===== config.mk =====
export PLATFORM = sky130hd
export DESIGN_NAME = iir_coeff_bank
export DESIGN_NICKNAME = d
export VERILOG_FILES = /design/src/rtl/iir_coeff_bank_pkg.sv /design/src/rtl/iir_coeff_bank.sv
export SDC_FILE = /design/constraint.sdc
export NUM_CORES = 1
export LEC_CHECK = 0
export ABC_AREA = 1
export CAP_MARGIN = 10
export CORE_ASPECT_RATIO = 0.75
export CORE_UTILIZATION = 45
export CTS_CLUSTER_DIAMETER = 80
export DETAILED_ROUTE_END_ITERATION = 12
export GPL_ROUTABILITY_DRIVEN = 1
export PLACE_DENSITY = 0.7
export REMOVE_ABC_BUFFERS = 1
export SLEW_MARGIN = 20
export SYNTH_ARGS = -nofsm -noshare
export SYNTH_HDL_FRONTEND = slang
export SYNTH_SLANG_ARGS = --single-unit

===== constraint.sdc =====
create_clock -name clk -period 7.65 [get_ports clk]
set_input_delay 0.765 -clock clk [delete_from_list [all_inputs] [get_ports clk]]
set_output_delay 0.765 -clock clk [all_outputs]
set_load 0.005 [all_outputs]

===== src/rtl/iir_coeff_bank_pkg.sv =====
// Shared IIR definitions: default tap count and coefficient width, the coefficient
// bank FSM state type, and the b[t] bit-slice helper used by the packed bus.
package iir_coeff_bank_pkg;

  localparam int unsigned IIR_N           = 4;
  localparam int unsigned IIR_COEFF_WIDTH = 16;

  typedef enum logic {
    ST_IDLE,
    ST_ARMED
  } iir_bank_state_t;

  // LSB position of b[t] within the packed coefficient bus.
  function automatic int unsigned iir_b_lsb(input int unsigned t, input int unsigned width);
    return t * width;
  endfunction

endpackage


===== src/rtl/iir_coeff_bank.sv =====
// Double-buffered b-coefficient bank: host writes go to a shadow bank, which is copied
// atomically to the active bank on a sample strobe. Optional readback: IIR_COEFF_READBACK_EN.
module iir_coeff_bank
  import iir_coeff_bank_pkg::*;
#(
  parameter int unsigned N           = IIR_N,
  parameter int unsigned COEFF_WIDTH = IIR_COEFF_WIDTH,
  parameter int unsigned ADDR_WIDTH  = 2
) (
  input  logic                     clk,
  input  logic                     rst,
  input  logic                     wr_valid,
  output logic                     wr_ready,
  input  logic [ADDR_WIDTH-1:0]    wr_addr,
  input  logic [COEFF_WIDTH-1:0]   wr_data,
  input  logic                     commit,
  input  logic                     abort,
  input  logic                     sample_en,
  output logic [COEFF_WIDTH*N-1:0] packed_b_coeffs,
  output logic                     armed,
  output logic                     swap_done,
`ifdef IIR_COEFF_READBACK_EN
  input  logic [ADDR_WIDTH-1:0]    rd_addr,
  output logic [COEFF_WIDTH-1:0]   rd_data,
`endif
  output logic                     err
);

  localparam logic [ADDR_WIDTH:0] LP_N = (ADDR_WIDTH + 1)'(N);

  iir_bank_state_t            r_state;
  logic                       r_armed;
  logic                       r_swap_done;
  logic                       r_err;
  logic                       w_wr_fire;
  logic                       w_wr_in_range;
  logic                       w_swap;
  logic [COEFF_WIDTH*N-1:0]   w_shadow_flat;

  assign wr_ready      = (r_state == ST_IDLE);
  assign w_wr_fire     = wr_valid & wr_ready;
  assign w_wr_in_range = ({1'b0, wr_addr} < LP_N);
  // abort outranks a coincident sample strobe
  assign w_swap        = (r_state == ST_ARMED) & sample_en & ~abort;

  assign armed     = r_armed;
  assign swap_done = r_swap_done;
  assign err       = r_err;

  always_ff @(posedge clk or posedge rst) begin
    if (rst) begin
      r_state     <= ST_IDLE;
      r_armed     <= 1'b0;
      r_swap_done <= 1'b0;
      r_err       <= 1'b0;
    end else begin
      r_swap_done <= 1'b0;
      r_err       <= 1'b0;
      case (r_state)
        ST_IDLE: begin
          r_err <= w_wr_fire & ~w_wr_in_range;
          if (commit) begin
            r_state <= ST_ARMED;
            r_armed <= 1'b1;
          end
        end
        ST_ARMED: begin
          r_err <= commit;
          if (abort) begin
            r_state <= ST_IDLE;
            r_armed <= 1'b0;
          end else if (sample_en) begin
            r_state     <= ST_IDLE;
            r_armed     <= 1'b0;
            r_swap_done <= 1'b1;
          end
        end
        default: begin
          r_state <= ST_IDLE;
          r_armed <= 1'b0;
        end
      endcase
    end
  end

  for (genvar t = 0; t < N; t++) begin : g_tap
    logic [COEFF_WIDTH-1:0] r_shadow;
    logic [COEFF_WIDTH-1:0] r_active;

    always_ff @(posedge clk or posedge rst) begin
      if (rst) begin
        r_shadow <= '0;
        r_active <= '0;
      end else begin
        if (w_wr_fire && w_wr_in_range && (wr_addr == ADDR_WIDTH'(t)))
          r_shadow <= wr_data;
        if (w_swap)
          r_active <= r_shadow;
      end
    end

    assign w_shadow_flat[iir_b_lsb(t, COEFF_WIDTH) +: COEFF_WIDTH]   = r_shadow;
    assign packed_b_coeffs[iir_b_lsb(t, COEFF_WIDTH) +: COEFF_WIDTH] = r_active;
  end

`ifdef IIR_COEFF_READBACK_EN
  logic [COEFF_WIDTH-1:0] r_rd_data;

  always_ff @(posedge clk or posedge rst) begin
    if (rst)
      r_rd_data <= '0;
    else if ({1'b0, rd_addr} < LP_N)
      r_rd_data <= w_shadow_flat[32'(rd_addr) * COEFF_WIDTH +: COEFF_WIDTH];
    else
      r_rd_data <= '0;
  end

  assign rd_data = r_rd_data;
`endif

endmodule

Yosys cells after proc, flatten, opt, wreduce, memory -nomap -nowiden

Index checks and enable logic that the tools add are counted.
W data, S select, Z words.

Register bits: 132
Bits of input ports: 24

Equality and inequality tests: 5
Multiplexer cells: 12
Bitwise operators: 5
Reduce and logical (&&, ||, !) cells: 6

Operators by type and width:

| cell                 | count |
|---|---|
| $mux W1              | 9 |
| $pmux W1 S2          | 3 |
| $eq A2 B2 Y1 const B | 2 |
| $logic_and A1 B1 Y1  | 4 |
| $and A1 B1 Y1        | 3 |
| $ne A3 B3 Y1 const B | 1 |
| $eq A2 B1 Y1 const B | 1 |
| $logic_not A2 Y1     | 1 |
| $ne A2 B1 Y1 const B | 1 |
| $not A1 Y1           | 2 |
| $reduce_and A2 Y1    | 1 |

Depth between registers and ports, before layout

Gate-level depths: netlist (run 1).

Word-level depth: 3
Gate-level depth with buffers: 7
Depth with buffers taken out: 5

Worst setup path before layout (run 1)

OpenSTA, ideal clock, no wires.

Kind: in2reg
From: input port wr_addr[0]
To: register g_tap[0].r_shadow[0]
Library setup time: 0.117 ns
Arrival: 1.423 ns
Data required time: 7.533 ns
Slack: 6.111 ns
Stages on the path: 5
Buffers on the path: 1
Path through: nor2_2 -> nand2_1 -> buf_2 -> nand2_1 -> nand2_1

Word-level cells in the longest chain between the ends: 2

Ends and longest elaborated chain:

| what                 | line                 | RTL |
|---|---|---|
| start, declared      | iir_coeff_bank.sv:14 | `input logic [ADDR_WIDTH-1:0] wr_addr,` |
| $logic_not A2 Y1     | iir_coeff_bank.sv:95 | `if (w_wr_fire && w_wr_in_range && (wr_addr == ADDR_WIDTH'(t)))` |
| $logic_and A1 B1 Y1  | iir_coeff_bank.sv:95 |  |
| end signal, assigned | iir_coeff_bank.sv:96 | `r_shadow <= wr_data;` |
| end, declared        | iir_coeff_bank.sv:87 | `logic [COEFF_WIDTH-1:0] r_shadow;` |

No other way between the ends.
A chain may end at the register's enable or synchronous reset.

Final worst setup path (run 1)

From: input port abort
To: register g_tap[2].r_active[2]

Word-level cells in the longest chain between the ends: 2

Ends and longest elaborated chain:

| what                 | line                 | RTL |
|---|---|---|
| start, declared      | iir_coeff_bank.sv:17 | `input logic abort,` |
| $not A1 Y1           | iir_coeff_bank.sv:44 | `assign w_swap = (r_state == ST_ARMED) & sample_en & ~abort;` |
| $and A1 B1 Y1        | iir_coeff_bank.sv:44 |  |
| end signal, assigned | iir_coeff_bank.sv:98 | `r_active <= r_shadow;` |
| end, declared        | iir_coeff_bank.sv:88 | `logic [COEFF_WIDTH-1:0] r_active;` |

No other way between the ends.

==> results.py, run 1 <==
metrics = {
    "outcome": {
        "run_status": "finished, violations left",
        "violated_checks": "design-rule violations",
    },
    "sta": {
        "finalClockSkew_ns": 0.008950,
        "worstMarginPinSlew_ns": 0.8941,
        "max_freq_mhz": 337.6,
        "max-slew-margin-rel": 0.4040,
        "fin_crit_sh": 0.3872,
        "report.final.hold_viol_count": 0,
        "tns_ns": 0,
        "slew_viol_final": 0,
        "post-route-min-period_ns": 2.962,
        "timing.hold.ws_ns": 0.4699,
        "report.final.setup_viol": 0,
        "setup_repair_after_global_routing_missed_its_margin": "false",
    },
    "synth": {
        "synthDistinctLibCells": 13,
        "syn-mean-instance-area_sq_um": 8.907,
        "yosys_register_bits": 132,
        "synth.largest_area_cell": "sky130_fd_sc_hd__dfrtp_1",
        "synth_top_cells_by_area": "sky130_fd_sc_hd__dfrtp_1 (65%), sky130_fd_sc_hd__nand2_1 (25%), sky130_fd_sc_hd__nand3_1 (4.8%), sky130_fd_sc_hd__buf_2 (1.9%), sky130_fd_sc_hd__buf_4 (1.0%)",
        "yosys.area.top_type_share": 0.6494,
        "yosysSeqAreaShare": 0.6494,
        "post_synth_instance_area_sq_mm": 0.005086,
        "syn-instance-count": 571,
        "ys_warn_count": 0,
    },
    "critical_path": {
        "cp_common_cell": "sky130_fd_sc_hd__nand2_1",
        "timing.setup.critical_path_class": "input pin to register",
        "timing.critical_path.cells": "clkdlybuf4s50_1, inv_1, nand3_2, buf_4, clkinv_2, nand2_1, nand2_1",
        "cp.required_ns": 7.93,
        "delay_contributed_by_the_slowest_stage_of_the_critical_path_ns": 0.88,
        "crit_path_max_fanout": 65,
        "critical_path.endpoint_type": "register",
        "crit_path_start_kind": "input pin",
        "crit_path_top_delay_cell": "sky130_fd_sc_hd__clkinv_2",
        "rr_worst_depth": 5,
        "worst_ep_arrival_time_ns": 3.24,
    },
    "power": {
        "p_int_uw": 1643,
        "switching_component_of_the_power_uw": 594.6,
        "comb_power_share": 0.198,
        "irDropWorstVdd_mv": 0.1605,
        "share_seq_of_total_power": 0.438,
        "netSwitchingFraction": 0.2657,
        "clock_power_share": 0.364,
        "power_per_cell_area_mw_per_mm2": 335.8,
        "leakagePower_uw": 0.003483,
    },
    "route": {
        "drt-initial-drc-count": 214,
        "vias_per_cell": 4.883,
        "drt_pre_antenna_iters": 9,
        "routed_wl_um": 11970,
        "vias": 3955,
        "post-route-drc-count": 15,
        "wire_per_inst_um": 14.78,
        "route.antenna.remaining_nets": 0,
    },
    "layout": {
        "sequential_cell_area_sq_mm": 0.003303,
        "multi_input_area_sq_mm": 0.001603,
        "fillCellCount": 924,
        "insertedDiodeCount": 0,
        "flow.area_growth_from_synthesis_pct": 31.05,
        "drive_above_1_share": 0.06567,
        "nets": 681,
    },
    "worst_hold_path": {
        "min_path_type": "register to register",
        "holdPathStages": 2,
    },
    "placed_design": {
        "finalWeightedCongestion": 0.7767,
        "post-dp-hpwl_um": 7151,
        "buffer_ports.inserted": 91,
    },
    "die": {
        "floorplan.io_pins": 92,
        "core_box_area_sq_mm": 0.01098,
        "fp.dieW_um": 124.8,
        "std_cell_rows": 33,
        "floorplan.initialDensity": 0.4631,
        "design.die.area_sq_mm": 0.01174,
        "fp.dieH_um": 94.07,
    },
    "clock_tree": {
        "hold_buffers": 0,
        "clock_tree.root_cell": "sky130_fd_sc_hd__clkbuf_16",
        "clock_latency_on_the_worst_skew_pair_ns": 0.41,
        "worst_setup_hold_path_clk_slew_ns": 0.06,
        "tritoncts": "yes",
        "cts.repair_timing.setup_buffer_count": 0,
        "cts_max_level": 4,
        "cts.repair.resized": 0,
        "cts-buffers-inserted": 17,
        "cts.sinks": 132,
        "cts_buffer_depth": 2,
    },
    "grt": {
        "wire_length_of_the_first_global_routing_pass_um": 19680,
        "maximum_number_of_pins_on_one_net_before_global_route_repair": 70,
        "grt.total_usage": 0.2198,
        "vias_in_the_first_global_route": 3902,
        "gr-total-overflow": 0,
        "grt_antenna_before_repair": 0,
    },
    "job": {
        "total_of_max_cap_violations": 0,
    },
}
[registers in the layout (all words and copies together), names as in the netlist]
signal,cells
armed,1
err,1
g_tap.r_active,64
g_tap.r_shadow,64
r_state,1
swap_done,1
[final timing paths]
kind / startpoint / end / slack, ns
min reg2reg: g_tap[2].r_shadow[13]$_DFFE_PP0P_ / g_tap[2].r_shadow[13]$_DFFE_PP0P_ / 0.47
min: g_tap[2].r_shadow[13]$_DFFE_PP0P_ / g_tap[2].r_shadow[13]$_DFFE_PP0P_ / 0.47
max reg2reg: r_state$_DFF_PP0_ / g_tap[2].r_active[2]$_DFFE_PP0P_ / 5.06
max: abort / g_tap[2].r_active[2]$_DFFE_PP0P_ / 4.69
min in group asynchronous: rst / g_tap[2].r_active[11]$_DFFE_PP0P_ / 0.85
max in group asynchronous: rst / g_tap[3].r_shadow[1]$_DFFE_PP0P_ / 5.44
[worst max-delay path: cells and delay by family]
family,cells,cell delay (ns)
buf+inv,4,1.96
simple gates,3,0.46
[final cells by class]
class / count / share of cell area
Inverter: 9 / 0.005632
Clock buffer: 19 / 0.06495
Tap cell: 140 / 0.02628
Multi-Input combinational cell: 403 / 0.2405
Sequential cell: 132 / 0.4956
Clock inverter: 13 / 0.02403
Timing Repair Buffer: 94 / 0.1430
[per-layer routing]
layer  share of wire  GRT usage  up-vias
li1                -          -     1929
met2            0.45     0.3347      116
met5               0          0        -
met1            0.47     0.3090     1900
met4           0.013    0.08436        0
met3           0.062    0.04897       10
[through the flow]
| stage | cells | area, sq um | setup WS [ns] | utilization | total power [uW] |
|---|---|---|---|---|---|
| after floorplan | 544 | 4935 | 3.359 | - | 1146 |
| after detailed placement | 777 | 6043 | 4.420 | 0.5502 | 1427 |
| after global placement | 777 | 6043 | 4.458 | 0.5502 | 1414 |
| after global routing | 810 | 6665 | 4.417 | 0.6069 | 2353 |
| after CTS | 809 | 6636 | 4.807 | 0.6042 | 2249 |
| final | 810 | 6665 | 4.688 | 0.6069 | 2238 |
[placed cells by master (no fill, tap or decap)]
cell and n:
sky130_fd_sc_hd__clkbuf_1 2, sky130_fd_sc_hd__clkdlybuf4s50_1 91, sky130_fd_sc_hd__nor2_4 1, sky130_fd_sc_hd__nor2_1 1, sky130_fd_sc_hd__inv_1 6, sky130_fd_sc_hd__nand3_2 1, sky130_fd_sc_hd__nand3_1 48, sky130_fd_sc_hd__o21ai_0 1
sky130_fd_sc_hd__dfrtp_1 132, sky130_fd_sc_hd__bufinv_16 3, sky130_fd_sc_hd__clkinv_4 4, sky130_fd_sc_hd__clkinvlp_4 2, sky130_fd_sc_hd__buf_4 2, sky130_fd_sc_hd__clkinv_2 5, sky130_fd_sc_hd__clkbuf_16 17, sky130_fd_sc_hd__inv_4 1
sky130_fd_sc_hd__nand2_2 2, sky130_fd_sc_hd__inv_2 1, sky130_fd_sc_hd__nor2_2 4, sky130_fd_sc_hd__buf_16 1, sky130_fd_sc_hd__nand2_1 345
[power by group through the flow]
stage | Clock (uW) | Combinational (uW) | Sequential [uW]
floorplan | 0 | 169 | 977
global placement | 0 | 431 | 984
detailed placement | 0 | 442 | 985
CTS | 821 | 447 | 981
global route | 853 | 498 | 1000
finish | 815 | 443 | 979
[synthesized netlist by cell type]
| master | count |
|---|---|
| sky130_fd_sc_hd__o21ai_0 | 1 |
| sky130_fd_sc_hd__clkbuf_1 | 1 |
| sky130_fd_sc_hd__nand3_1 | 49 |
| sky130_fd_sc_hd__buf_2 | 19 |
| sky130_fd_sc_hd__nand2_2 | 2 |
| sky130_fd_sc_hd__inv_2 | 1 |
| sky130_fd_sc_hd__nor2_2 | 4 |
| sky130_fd_sc_hd__buf_4 | 7 |
| sky130_fd_sc_hd__dfrtp_1 | 132 |
| sky130_fd_sc_hd__nor2_4 | 1 |
| sky130_fd_sc_hd__nor2_1 | 1 |
| sky130_fd_sc_hd__inv_1 | 8 |
| sky130_fd_sc_hd__nand2_1 | 345 |
[kinds of logic (layout without fill, tap and decap cells)]
family	after synthesis	after routing	share of synthesized area
flip-flops	132	132	0.6494
buffers and inverters	36	135	0.03641
AND/OR/NAND/NOR	402	402	0.3132
AO/OA/AOI/OAI	1	1	0.0009831
Power figures use the tool's default switching activity.
==> inputs of run 2 (changes only) <==
==> constraint.sdc (replaced) <==
create_clock -name clk -period 3 [get_ports clk]
set_input_delay 0.3 -clock clk [delete_from_list [all_inputs] [get_ports clk]]
set_output_delay 0.3 -clock clk [all_outputs]
set_load 0.005 [all_outputs]
==> run 2 against run 1 <==
Net effect: the run still ends with design-rule violations left; via count hardly changed; global-route usage is essentially flat; utilization is 0.31 points lower; first-iteration DRC count grew 59%; critical path type is now register to output pin; highest routed layer unchanged.
==> results.py, run 2 (synthesized netlist as in run 1, its figures left out) <==
metrics = {
    "layout": {
        "nets": 684,
        "drive_above_1_share": 0.06408,
        "insertedDiodeCount": 0,
        "flow.area_growth_from_synthesis_pct": 30.38,
        "layout_common_cells": "sky130_fd_sc_hd__nand2_1 (345), sky130_fd_sc_hd__dfrtp_1 (132), sky130_fd_sc_hd__clkdlybuf4s50_1 (91)",
        "fillCellCount": 951,
        "layout_commonest_cell": "sky130_fd_sc_hd__nand2_1",
        "largest_registers": "g_tap.r_active (64), g_tap.r_shadow (64)",
        "non_filler_cells_in_the_finished_layout": 811,
    },
    "sta": {
        "finalClockSkew_ns": 0.004449,
        "setup_repair_after_global_routing_missed_its_margin": "false",
        "fin_crit_sh": 0.5953,
        "tns_ns": 0,
        "max-slew-margin-rel": 0.2868,
        "setup_slack_ns": 1.214,
        "report.final.setup_viol": 0,
        "worstMarginPinSlew_ns": 1.068,
        "report.final.hold_viol_count": 0,
        "post-route-min-period_ns": 1.786,
        "max_freq_mhz": 559.9,
        "slew_viol_final": 0,
    },
    "grt": {
        "vias_in_the_first_global_route": 3851,
        "wire_length_of_the_first_global_routing_pass_um": 19720,
        "maximum_number_of_pins_on_one_net_before_global_route_repair": 133,
        "gr-total-overflow": 0,
        "grt.total_usage": 0.2202,
        "grt_antenna_before_repair": 0,
    },
    "critical_path": {
        "cp.required_ns": 2.70,
        "critical_path.endpoint_type": "output pin",
        "timing.setup.critical_path_class": "register to output pin",
        "crit_path_max_fanout": 5,
        "worst_ep_arrival_time_ns": 1.49,
        "worst-r2r-setup-slack_ns": 1.23,
        "crit_path_start_kind": "register",
    },
    "power": {
        "switching_component_of_the_power_uw": 1427,
        "share_seq_of_total_power": 0.452,
        "power_per_cell_area_mw_per_mm2": 833.5,
        "netSwitchingFraction": 0.2582,
        "comb_power_share": 0.204,
        "irDropWorstVdd_mv": 0.4701,
        "p_int_uw": 4100,
        "clock_power_share": 0.344,
        "leakagePower_uw": 0.003483,
    },
    "die": {
        "fp.dieH_um": 94.07,
        "floorplan.initialDensity": 0.4631,
        "fp.dieW_um": 124.8,
        "design.die.area_sq_mm": 0.01174,
        "std_cell_rows": 33,
        "floorplan.io_pins": 92,
        "core_box_area_sq_mm": 0.01098,
    },
    "placed_design": {
        "placedCellCount": 781,
        "finalWeightedCongestion": 0.7898,
        "buffer_ports.inserted": 91,
        "dp_slack_ns": 0.9405,
        "post-dp-hpwl_um": 7126,
    },
    "route": {
        "post-route-drc-count": 13,
        "wl_met3_um": 672,
        "met2_wirelength_um": 5204,
        "top_layer_used": "met4",
        "vias_per_cell": 4.879,
        "wire_per_inst_um": 14.35,
        "route.antenna.remaining_nets": 0,
        "routed_wl_um": 11640,
        "vias": 3957,
        "met1_length_um": 5584,
        "drt-initial-drc-count": 340,
        "drt_pre_antenna_iters": 9,
    },
    "clock_tree": {
        "cts_max_level": 4,
        "cts-buffers-inserted": 17,
        "cts.repair.resized": 0,
        "worst_setup_hold_path_clk_slew_ns": 0.05,
        "clock_tree.root_cell": "sky130_fd_sc_hd__clkbuf_16",
        "tritoncts": "yes",
        "cts.repair_timing.setup_buffer_count": 0,
        "cts.sinks": 132,
        "cts_buffer_depth": 2,
        "clock_latency_on_the_worst_skew_pair_ns": 0.41,
        "hold_buffers": 0,
    },
    "outcome": {
        "violated_checks": "design-rule violations",
        "run_status": "finished, violations left",
    },
    "job": {
        "total_of_max_cap_violations": 0,
    },
    "worst_hold_path": {
        "min_path_type": "input pin to asynchronous set/reset pin",
    },
}
==> run 2: worst paths after layout <==
| path | startpoint | endpoint | cells after the start |
|---|---|---|---|
| min in group clk | commit | err$_DFF_PP0_ | 3 |
| min | rst | g_tap[2].r_active[7]$_DFFE_PP0P_ | 3 |
| min reg2reg | g_tap[2].r_shadow[1]$_DFFE_PP0P_ | g_tap[2].r_shadow[1]$_DFFE_PP0P_ | 2 |
| max | r_state$_DFF_PP0_ | wr_ready | 2 |
| max in group asynchronous | rst | g_tap[2].r_active[3]$_DFFE_PP0P_ | 3 |
| max reg2reg | r_state$_DFF_PP0_ | g_tap[0].r_shadow[3]$_DFFE_PP0P_ | 4 |
==> run 2: layer usage <==
layer  vias up  GRT usage
met5         -          0
met4         0     0.1019
met3        20    0.04784
met2       115     0.3226
met1      1882     0.3140
li1       1940          -
==> run 2: critical path, stage by stage (launching register included) <==
cell and delay [ns]:
sky130_fd_sc_hd__dfrtp_1 0.46, sky130_fd_sc_hd__inv_2 0.12, sky130_fd_sc_hd__clkdlybuf4s50_1 0.50
==> run 2: through the flow <==
| stage | util | hold slack [ns] | cell area, sq um | total power [uW] |
|---|---|---|---|---|
| 4_1_cts | 0.6038 | 0.4396 | 6631 | 5586 |
| 5_1_grt | 0.6038 | 0.4834 | 6631 | 5842 |
| 6_report | 0.6038 | 0.3711 | 6631 | 5527 |
| 3_5_place_dp | 0.5541 | 0.4560 | 6086 | 3651 |
| 3_3_place_gp | 0.5541 | 0.4531 | 6086 | 3617 |
| 2_1_floorplan | - | 0.4039 | 4935 | 2922 |
==> run 2: power by group through the flow <==
stage / Clock, uW / Sequential, uW / Combinational [uW]
floorplan: 0 / 2490 / 430
global placement: 0 / 2510 / 1110
detailed placement: 0 / 2520 / 1130
CTS: 1940 / 2500 / 1140
global route: 2020 / 2550 / 1270
finish: 1900 / 2500 / 1130
==> run 2: layout make-up <==
| class | count | area, sq um | share of cell area |
|---|---|---|---|
| repair buffers | 97 | 968.4 | 0.1460 |
| clock inverters | 5 | 50.05 | 0.007547 |
| multi-input cells | 403 | 1603 | 0.2417 |
| clock buffers | 25 | 495.5 | 0.07472 |
| inverters | 9 | 36.28 | 0.005472 |
| flip-flops and latches | 132 | 3303 | 0.4981 |
| well taps | 140 | 175.2 | 0.02642 |
